`config.mk`:
```
export PLATFORM = sky130hd
export DESIGN_NAME = stack_ctrl
export DESIGN_NICKNAME = d
export VERILOG_FILES = /design/src/rtl/stack_ctrl_pkg.sv /design/src/rtl/stack_ctrl_sp_reg.sv /design/src/rtl/stack_ctrl.sv
export SDC_FILE = /design/constraint.sdc
export NUM_CORES = 1
export LEC_CHECK = 0
export BUFFER_PORTS_ARGS = -buffer_cell sky130_fd_sc_hd__buf_2
export CAP_MARGIN = 20
export CORE_UTILIZATION = 40
export DETAILED_ROUTE_END_ITERATION = 10
export MAX_ROUTING_LAYER = met4
export PLACE_DENSITY = 0.77
export SLEW_MARGIN = 40
export SYNTH_ARGS = -nofsm -noshare
export SYNTH_HDL_FRONTEND = slang
export SYNTH_SLANG_ARGS = --single-unit
```
`constraint.sdc`:
```
create_clock -name clk -period 2.85 [get_ports clk]
set_input_delay 0.1425 -clock clk [delete_from_list [all_inputs] [get_ports clk]]
set_output_delay 0.1425 -clock clk [all_outputs]
set_load 0.05 [all_outputs]
```
`src/rtl/stack_ctrl_pkg.sv`:
```
// Shared definitions for the RNBIP-2 stack sequencer.
// Holds the op encodings, the FSM state encoding and the default
// STACK_TOP / STACK_LIMIT values used by stack_ctrl and sp_reg.
package stack_defs;

    typedef enum logic [1:0] {
        OP_PUSH = 2'b00,  // write RN
        OP_CALL = 2'b01,  // write NPC
        OP_POP  = 2'b10,  // read into RN
        OP_RET  = 2'b11   // read into PC
    } op_e;

    typedef enum logic [2:0] {
        StIdle   = 3'd0,
        StPushWr = 3'd1,
        StPopInc = 3'd2,
        StPopRd  = 3'd3,
        StErr    = 3'd4
    } state_e;

    localparam logic [7:0] STACK_TOP_DEFAULT   = 8'hFF;
    localparam logic [7:0] STACK_LIMIT_DEFAULT = 8'hE0;

endpackage

```
`src/rtl/stack_ctrl_sp_reg.sv`:
```
// sp_reg: 8-bit stack pointer with increment/decrement enables.
// Ports:
//   clk, rst_n    clock, asynchronous active-low reset (resets to STACK_TOP)
//   inc, dec      pointer step enables (inc wins if both are set)
//   sp            current pointer value
//   is_empty      sp == STACK_TOP
//   is_full       sp == STACK_LIMIT - 1
module sp_reg
    import stack_defs::*;
#(
    parameter logic [7:0] STACK_TOP   = STACK_TOP_DEFAULT,
    parameter logic [7:0] STACK_LIMIT = STACK_LIMIT_DEFAULT
) (
    input  logic       clk,
    input  logic       rst_n,
    input  logic       inc,
    input  logic       dec,
    output logic [7:0] sp,
    output logic       is_empty,
    output logic       is_full
);

    logic [7:0] sp_d, sp_q;

    always_comb begin
        sp_d = sp_q;
        if (inc) begin
            sp_d = sp_q + 8'd1;
        end else if (dec) begin
            sp_d = sp_q - 8'd1;
        end
    end

    always_ff @(posedge clk or negedge rst_n) begin
        if (!rst_n) begin
            sp_q <= STACK_TOP;
        end else begin
            sp_q <= sp_d;
        end
    end

    assign sp       = sp_q;
    assign is_empty = (sp_q == STACK_TOP);
    assign is_full  = (sp_q == STACK_LIMIT - 8'd1);

endmodule

```
`src/rtl/stack_ctrl.sv`:
```
// stack_ctrl: stack sequencer in front of the RNBIP-2 data memory.
// Accepts one-cycle PUSH/CALL/POP/RET requests, drives the memory write enable
// and address/data selects, returns popped bytes and flags overflow/underflow.
// Ports:
//   clk, rst_n          clock, asynchronous active-low reset
//   req, op             request strobe and op code (sampled only when idle)
//   mem_dout            combinational read data from data memory
//   sp_out              stack pointer (memory SP address input)
//   wr, s20, s50        memory write enable, addr select (1=SP), data select (1=RN)
//   busy, done, err     sequence in progress, completion pulse, fault pulse
//   rn_we, pc_we        register-file / PC load strobes
//   pop_data            popped byte, valid while rn_we or pc_we is high
module stack_ctrl
    import stack_defs::*;
#(
    parameter logic [7:0] STACK_TOP   = STACK_TOP_DEFAULT,
    parameter logic [7:0] STACK_LIMIT = STACK_LIMIT_DEFAULT
) (
    input  logic       clk,
    input  logic       rst_n,
    input  logic       req,
    input  logic [1:0] op,
    input  logic [7:0] mem_dout,
    output logic [7:0] sp_out,
    output logic       wr,
    output logic       s20,
    output logic       s50,
    output logic       busy,
    output logic       done,
    output logic       err,
    output logic       rn_we,
    output logic       pc_we,
    output logic [7:0] pop_data
);

    state_e state_d, state_q;
    op_e    op_d, op_q;

    // Outputs are registered from the next state so they are glitch-free and
    // drop with the asynchronous reset.
    logic wr_d, s20_d, s50_d, busy_d, done_d, err_d, rn_we_d, pc_we_d;
    logic wr_q, s20_q, s50_q, busy_q, done_q, err_q, rn_we_q, pc_we_q;

    logic sp_inc, sp_dec, sp_empty, sp_full;
    logic accept, is_push;

    sp_reg #(
        .STACK_TOP   (STACK_TOP),
        .STACK_LIMIT (STACK_LIMIT)
    ) u_sp_reg (
        .clk      (clk),
        .rst_n    (rst_n),
        .inc      (sp_inc),
        .dec      (sp_dec),
        .sp       (sp_out),
        .is_empty (sp_empty),
        .is_full  (sp_full)
    );

    assign accept  = req && (state_q == StIdle);
    assign is_push = (op_e'(op) == OP_PUSH) || (op_e'(op) == OP_CALL);

    // SP moves on the exit edge of PUSH_WR (post-decrement) and POP_INC (pre-increment).
    assign sp_dec = (state_q == StPushWr);
    assign sp_inc = (state_q == StPopInc);

    always_comb begin
        state_d = state_q;
        op_d    = op_q;
        unique case (state_q)
            StIdle: begin
                if (accept) begin
                    op_d = op_e'(op);
                    if (is_push) begin
                        state_d = sp_full ? StErr : StPushWr;
                    end else begin
                        state_d = sp_empty ? StErr : StPopInc;
                    end
                end
            end
            StPushWr: state_d = StIdle;
            StPopInc: state_d = StPopRd;
            StPopRd:  state_d = StIdle;
            StErr:    state_d = StIdle;
            default:  state_d = StIdle;
        endcase
    end

    always_comb begin
        wr_d    = 1'b0;
        s20_d   = 1'b0;
        s50_d   = 1'b0;
        busy_d  = (state_d != StIdle);
        done_d  = 1'b0;
        err_d   = 1'b0;
        rn_we_d = 1'b0;
        pc_we_d = 1'b0;
        unique case (state_d)
            StPushWr: begin
                wr_d   = 1'b1;
                s20_d  = 1'b1;
                s50_d  = (op_d == OP_PUSH);
                done_d = 1'b1;
            end
            StPopRd: begin
                s20_d   = 1'b1;
                rn_we_d = (op_d == OP_POP);
                pc_we_d = (op_d == OP_RET);
                done_d  = 1'b1;
            end
            StErr: begin
                err_d  = 1'b1;
                done_d = 1'b1;
            end
            default: ;
        endcase
    end

    always_ff @(posedge clk or negedge rst_n) begin
        if (!rst_n) begin
            state_q <= StIdle;
            op_q    <= OP_PUSH;
            wr_q    <= 1'b0;
            s20_q   <= 1'b0;
            s50_q   <= 1'b0;
            busy_q  <= 1'b0;
            done_q  <= 1'b0;
            err_q   <= 1'b0;
            rn_we_q <= 1'b0;
            pc_we_q <= 1'b0;
        end else begin
            state_q <= state_d;
            op_q    <= op_d;
            wr_q    <= wr_d;
            s20_q   <= s20_d;
            s50_q   <= s50_d;
            busy_q  <= busy_d;
            done_q  <= done_d;
            err_q   <= err_d;
            rn_we_q <= rn_we_d;
            pc_we_q <= pc_we_d;
        end
    end

    assign wr       = wr_q;
    assign s20      = s20_q;
    assign s50      = s50_q;
    assign busy     = busy_q;
    assign done     = done_q;
    assign err      = err_q;
    assign rn_we    = rn_we_q;
    assign pc_we    = pc_we_q;
    // Memory reads at SP during POP_RD; zero otherwise so the bus is quiet.
    assign pop_data = (rn_we_q || pc_we_q) ? mem_dout : 8'h00;

endmodule

```
After elaboration in Yosys (flattened, before gate mapping)
Cells that the tools add are included.
- register bits: 21
- latch bits: 0
- memory bits (writable): 0
- ROM bits: 0
- input port bits: 13
- output and inout port bits: 24
- logic and storage cells: 50
- memories: 0
- $add $sub $neg: 2
- $mul: 0
- div/mod/pow operators: 0
- order comparisons: 0
- eq/ne operators: 10
- shifts and indexed selects: 0
- muxes and demuxes: 17
- bitwise gates (word level): 0
- reductions and logical operators: 10
- operators by type and width (cell ; number):
    8-bit two-way mux ; 3
    8-bit == test, second input constant ; 2
    3-bit two-way mux ; 4
    8-bit by 1-bit adder with 8-bit output, second input constant ; 1
    8-bit by 1-bit subtractor with 8-bit output, second input constant ; 1
    1-bit two-way mux ; 7
    3-bit by 1-bit == test with 1-bit output, second input constant ; 2
    3-bit by 2-bit == test with 1-bit output, second input constant ; 2
    3-bit case mux with 2 select lines ; 1
    2-bit == test, second input constant ; 2
    2-bit logical NOT ; 2
    2-bit two-way mux ; 2
    3-bit == test, second input constant ; 1
    3-bit logical NOT ; 1
    3-bit nonzero test ; 1
    3-bit OR reduction ; 1
    2-bit by 1-bit == test with 1-bit output, second input constant ; 1
    1-bit logical OR ; 2
    2-bit nonzero test ; 1
    2-bit OR reduction ; 1
    1-bit logical AND ; 1

Logic depth before layout (Yosys ltp)
- depth after elaboration: 8
- depth in mapped cells: 9
- gate-level depth less buffers: 9

Modules after synthesis
From an unflattened synthesis, not the netlist that was laid out.
- cell total of the unflattened synthesis: 109
- area total of the unflattened synthesis: 1158.6 um^2
- by module, submodules not included (module ; instances ; cells an instance ; area an instance (um^2) ; sequential area each (um^2)):
    sp_reg ; 1 ; 62 ; 600.6 ; 210.2
    stack_ctrl ; 1 ; 47 ; 558.0 ; 325.3

Worst setup path after synthesis
Ideal clock, no wire load.
- path kind: register to register
- from: register state_q[0]
- to: register u_sp_reg.sp_q[7] (netlist: u_sp_reg.sp[7])
- setup time: 0.076 ns
- data arrival time: 2.080 ns
- data required time: 2.774 ns
- path slack: 0.694 ns
- stages on the path, launching flop included: 10
- buffers on the path: 0
- clock period less this slack: 2.156 ns
- cells stage by stage: dfrtp_1 nand2b_1 nor2_1 inv_1 ha_1 a21o_1 a31o_1 a21oi_2 mux2i_1 xnor2_1
- longest elaborated chain between the ends: 2
- elaborated cells on any way between the ends: 4
- classes of those cells: eq/ne: 2; mux: 1; reduce/logical: 1
- RTL lines (element ; RTL line ; source):
    start, declared ; stack_ctrl.sv:36 ; state_e state_d, state_q;
    start signal, assigned ; stack_ctrl.sv:121 ; state_q <= StIdle;
    start signal, assigned ; stack_ctrl.sv:132 ; state_q <= state_d;
    3-bit by 2-bit == test with 1-bit output or 3-bit by 1-bit == test with 1-bit output (tied branches) ; stack_ctrl.sv:65, stack_ctrl.sv:64 ;
    8-bit two-way mux or 2-bit nonzero test (tied branches) ; n/a ;
    end signal, assigned ; stack_ctrl_sp_reg.sv:38 ; sp_q <= sp_d;
    end, declared ; stack_ctrl_sp_reg.sv:23 ; logic [7:0] sp_d, sp_q;
Several ways; a longest one is shown, not always the timed one.
A chain may end at the register's enable or synchronous reset.

Worst setup path in the final report
Ends and elaborated chain as after synthesis.

==> impl_summary.md <==
Hold path
The hold path startpoint is req. The tightest min-delay check is of the in -> reg type.

STA
For the pin with the worst max-slew slack, the measured transition is 0.554 ns. The total count of hold-check failures in the final report was 0. The worst path in the final design needs a cycle of 2.43 ns, including I/O delays and setup. The aggregate negative setup slack is 0 ns. The count of pins over their slew limit is 0.

On the final layout, the worst clock skew is 0.00220 ns. The setup violation total in the final timing report is 0. The achievable clock frequency is 412 MHz. Setup repair after global routing left no endpoint under its margin.

The remaining max-slew budget at the tightest pin is 63.1%. In the finished design, the share of the clock period the worst path needs comes to 85.3%.

Synthesis
The warning count from the yosys run is 0. The synthesized cell area is 1170 um^2. In the synthesized netlist the async set-or-reset flop fraction comes to 100%.

Ranked by instance count, the synthesized netlist is headed by dfrtp_1 (13), nor2b_1 (9), dfstp_2 (8), nor2_1 (7), ha_1 (6). Synthesis inferred 21 register bits. The top-area cell type share of the netlist area is 27.8%. In this run, synthesis inferred 0 flip-flops with an integrated enable. Ranked by total cell area, the synthesized netlist is headed by dfrtp_1 (28%), dfstp_2 (18%), ha_1 (6.4%). The most used flip-flop cell after synthesis is dfrtp_1. The top cell type by total area after synthesis is dfrtp_1. The post-synthesis average cell area is 11.3 um^2. Yosys mapped the design onto 33 distinct sky130hd cell types.

The number of cells produced by synthesis is 104. The net count after synthesis is 124. The most instantiated library cell after synthesis is dfrtp_1. The share of the Yosys chip area taken by registers is 45.7%.

Die
The die area is 3150 um^2. The initial standard-cell utilization of the core is 42.5%. The row count is 19. The placeable core region is 2760 um^2.

The die outline height is 56.1 um. The top-level port count is 37. The die width is 56.1 um.

Setup path
The slowest library cell on the worst path is dfrtp_1. The critical path in this run is classified as reg -> reg. In this run the number of cells on the critical path is 9.

Data on the critical path is required at its endpoint by 3.08 ns. The kind of cell with the highest combined delay along the critical path is compound AO/OA/AOI/OAI gates. In this run the worst path has a maximum fanout of 8. The length in cells of the worst reg-to-reg path is 9.

The largest single stage delay on the critical path is 0.46 ns. STA classifies the critical path endpoint as a flip-flop. The worst reg2reg path startpoint is state_q[0].

The timing startpoint of the critical path is state_q[0]. The data arrival time of the critical path is 2.66 ns. The worst setup path is launched from a flip-flop.

The worst register-to-register path has a setup slack of 0.42 ns. The critical path goes through nand2b_1 > nor2_1 > inv_1 > ha_1 > a21o_1 > a31o_1 > a21oi_2 > mux2i_1 > xnor2_1. The number of buffers and inverters on the critical path is 1.

The terminus of the critical flop-to-flop path is u_sp_reg.sp[7]. The critical path endpoint is u_sp_reg.sp[7].

Global route
Entering global routing, the biggest net connects 22 pins. The via count of the first global-routing pass was 978. The number of antenna violations at the first check in global routing is 0. The final global-route overflow total is 0. For this run, the total global-route usage over all layers was measured as 18.5%. The global-route wire length before repair is 4380 um.

Clock tree
The H-tree depth is 1. The post-cts hold buffer count is 2. The total CTS buffers is 3.

The post-cts repair resize count is 0. The root buffer selected by CTS is clkbuf_4. The worst-skew pair later-pin latency is 0.30 ns. Post-CTS timing repair inserted 0 buffers for setup.

The TritonCTS clock tree is built. The clock-pin slew of the registers on the worst-case setup and hold paths is 0.12 ns. In this run the deepest clock path goes through 2 buffers. The number of sinks handled by clock tree synthesis is 21.

Drt
Dividing the detail-routed wire length by the instance count gives 14.5 um. After detailed routing, the total wire length is 2540 um. In the routed layout, each cell is associated on average with a via count of 5.30. The residual antenna-violating net count after detailed routing is 0. In the routed design, unresolved DRC markers number 0. The total number of vias is 927. The number of iterations in the first detailed-routing pass is 4. For this block, the initial DRC count from the detailed router was 20.

Cells and area
The area added between synthesis and finish is 20.7%. The number of inserted diodes is 0. The net count of the finished layout is 165.

The share of cells above drive strength 1 is 39.6%. The register with the most flip-flops in the layout has 8 of them.

Run
The tool flagged a number of max-cap violations equal to 0.

Placed design
The HPWL after detailed placement is 1990 um. The count of input and output buffers is 36. The congestion estimate from routability-driven global placement came to 0.903.

Run status
The flow ran to the end, and the final reports show no timing, DRC or antenna violations.
-- layer usage --
| layer | routed length, um | track usage (%) |
|---|---|---|
| met1 | 1070 | 20.7 |
| met2 | 1300 | 32.7 |
| met3 | 137 | 2.56 |
| met4 | 29 | 8.01 |
| met5 | 0 | - |
-- cells in the final DEF, fill, tap and decap left out, types with 2 or more instances in the layout --
master         instances
xnor2_1                5
dlygate4sd3_1          2
a21o_1                 3
clkbuf_4               3
nand2_1                2
a21oi_1                3
and3_1                 4
ha_1                   6
mux2i_1                2
dfrtp_1               13
nor2b_1                9
a31oi_1                3
nor3_1                 5
buf_2                 36
dfstp_2                8
inv_1                  3
mux2_1                 3
nand3_1                2
mux2_2                 4
o21a_1                 2
xor2_1                 2
a21oi_2                3
nor2_1                 7
nand2b_1               2
-- layout make-up --
| type | count | area, um^2 |
|---|---|---|
| tap | 31 | 38.8 |
| multi-input combinational | 78 | 602 |
| sequential | 21 | 536 |
| clock buffer | 4 | 26.3 |
| fill | 257 | 1340 |
| timing repair buffer | 38 | 200 |
| inverter | 3 | 11.3 |
-- cell families after synthesis --
kind of cell | share of synthesized area (%)
AO/OA/AOI/OAI | 10.4
XOR/XNOR | 5.24
adder cells (fa/ha/maj) | 8.12
buffers and inverters | 2.88
flip-flops | 45.7
multiplexers | 8.44
AND/OR/NAND/NOR | 19.2
-- worst min-delay path by stage --
stage / to / slack [ns] / cells past startpoint
floorplan: busy / -0.15 / 0
detailed placement: busy / 0.12 / 1
global placement: done / 0.12 / 1
global route: busy / 0.13 / 2
CTS: busy / 0.1 / 2
finish: busy / 0.1 / 2
-- per-stage QoR --
step / utilization [%] / cells / instance area, um^2 / setup WS [ns] / hold WS (ns)
6_report: 51.3 / 175 / 1410 / 0.420 / 0.0987
5_1_grt: 51.3 / 175 / 1410 / 0.270 / 0.125
4_1_cts: 51.3 / 175 / 1410 / 0.423 / 0.0989
3_5_place_dp: 49.6 / 169 / 1370 / 0.469 / 0.123
3_3_place_gp: 49.6 / 169 / 1370 / 0.596 / 0.119
2_1_floorplan: - / 104 / 1170 / 0.694 / -0.153
Power is not shown: default switching activity piles up to over one toggle a cycle in this logic, so the estimate is an artifact.
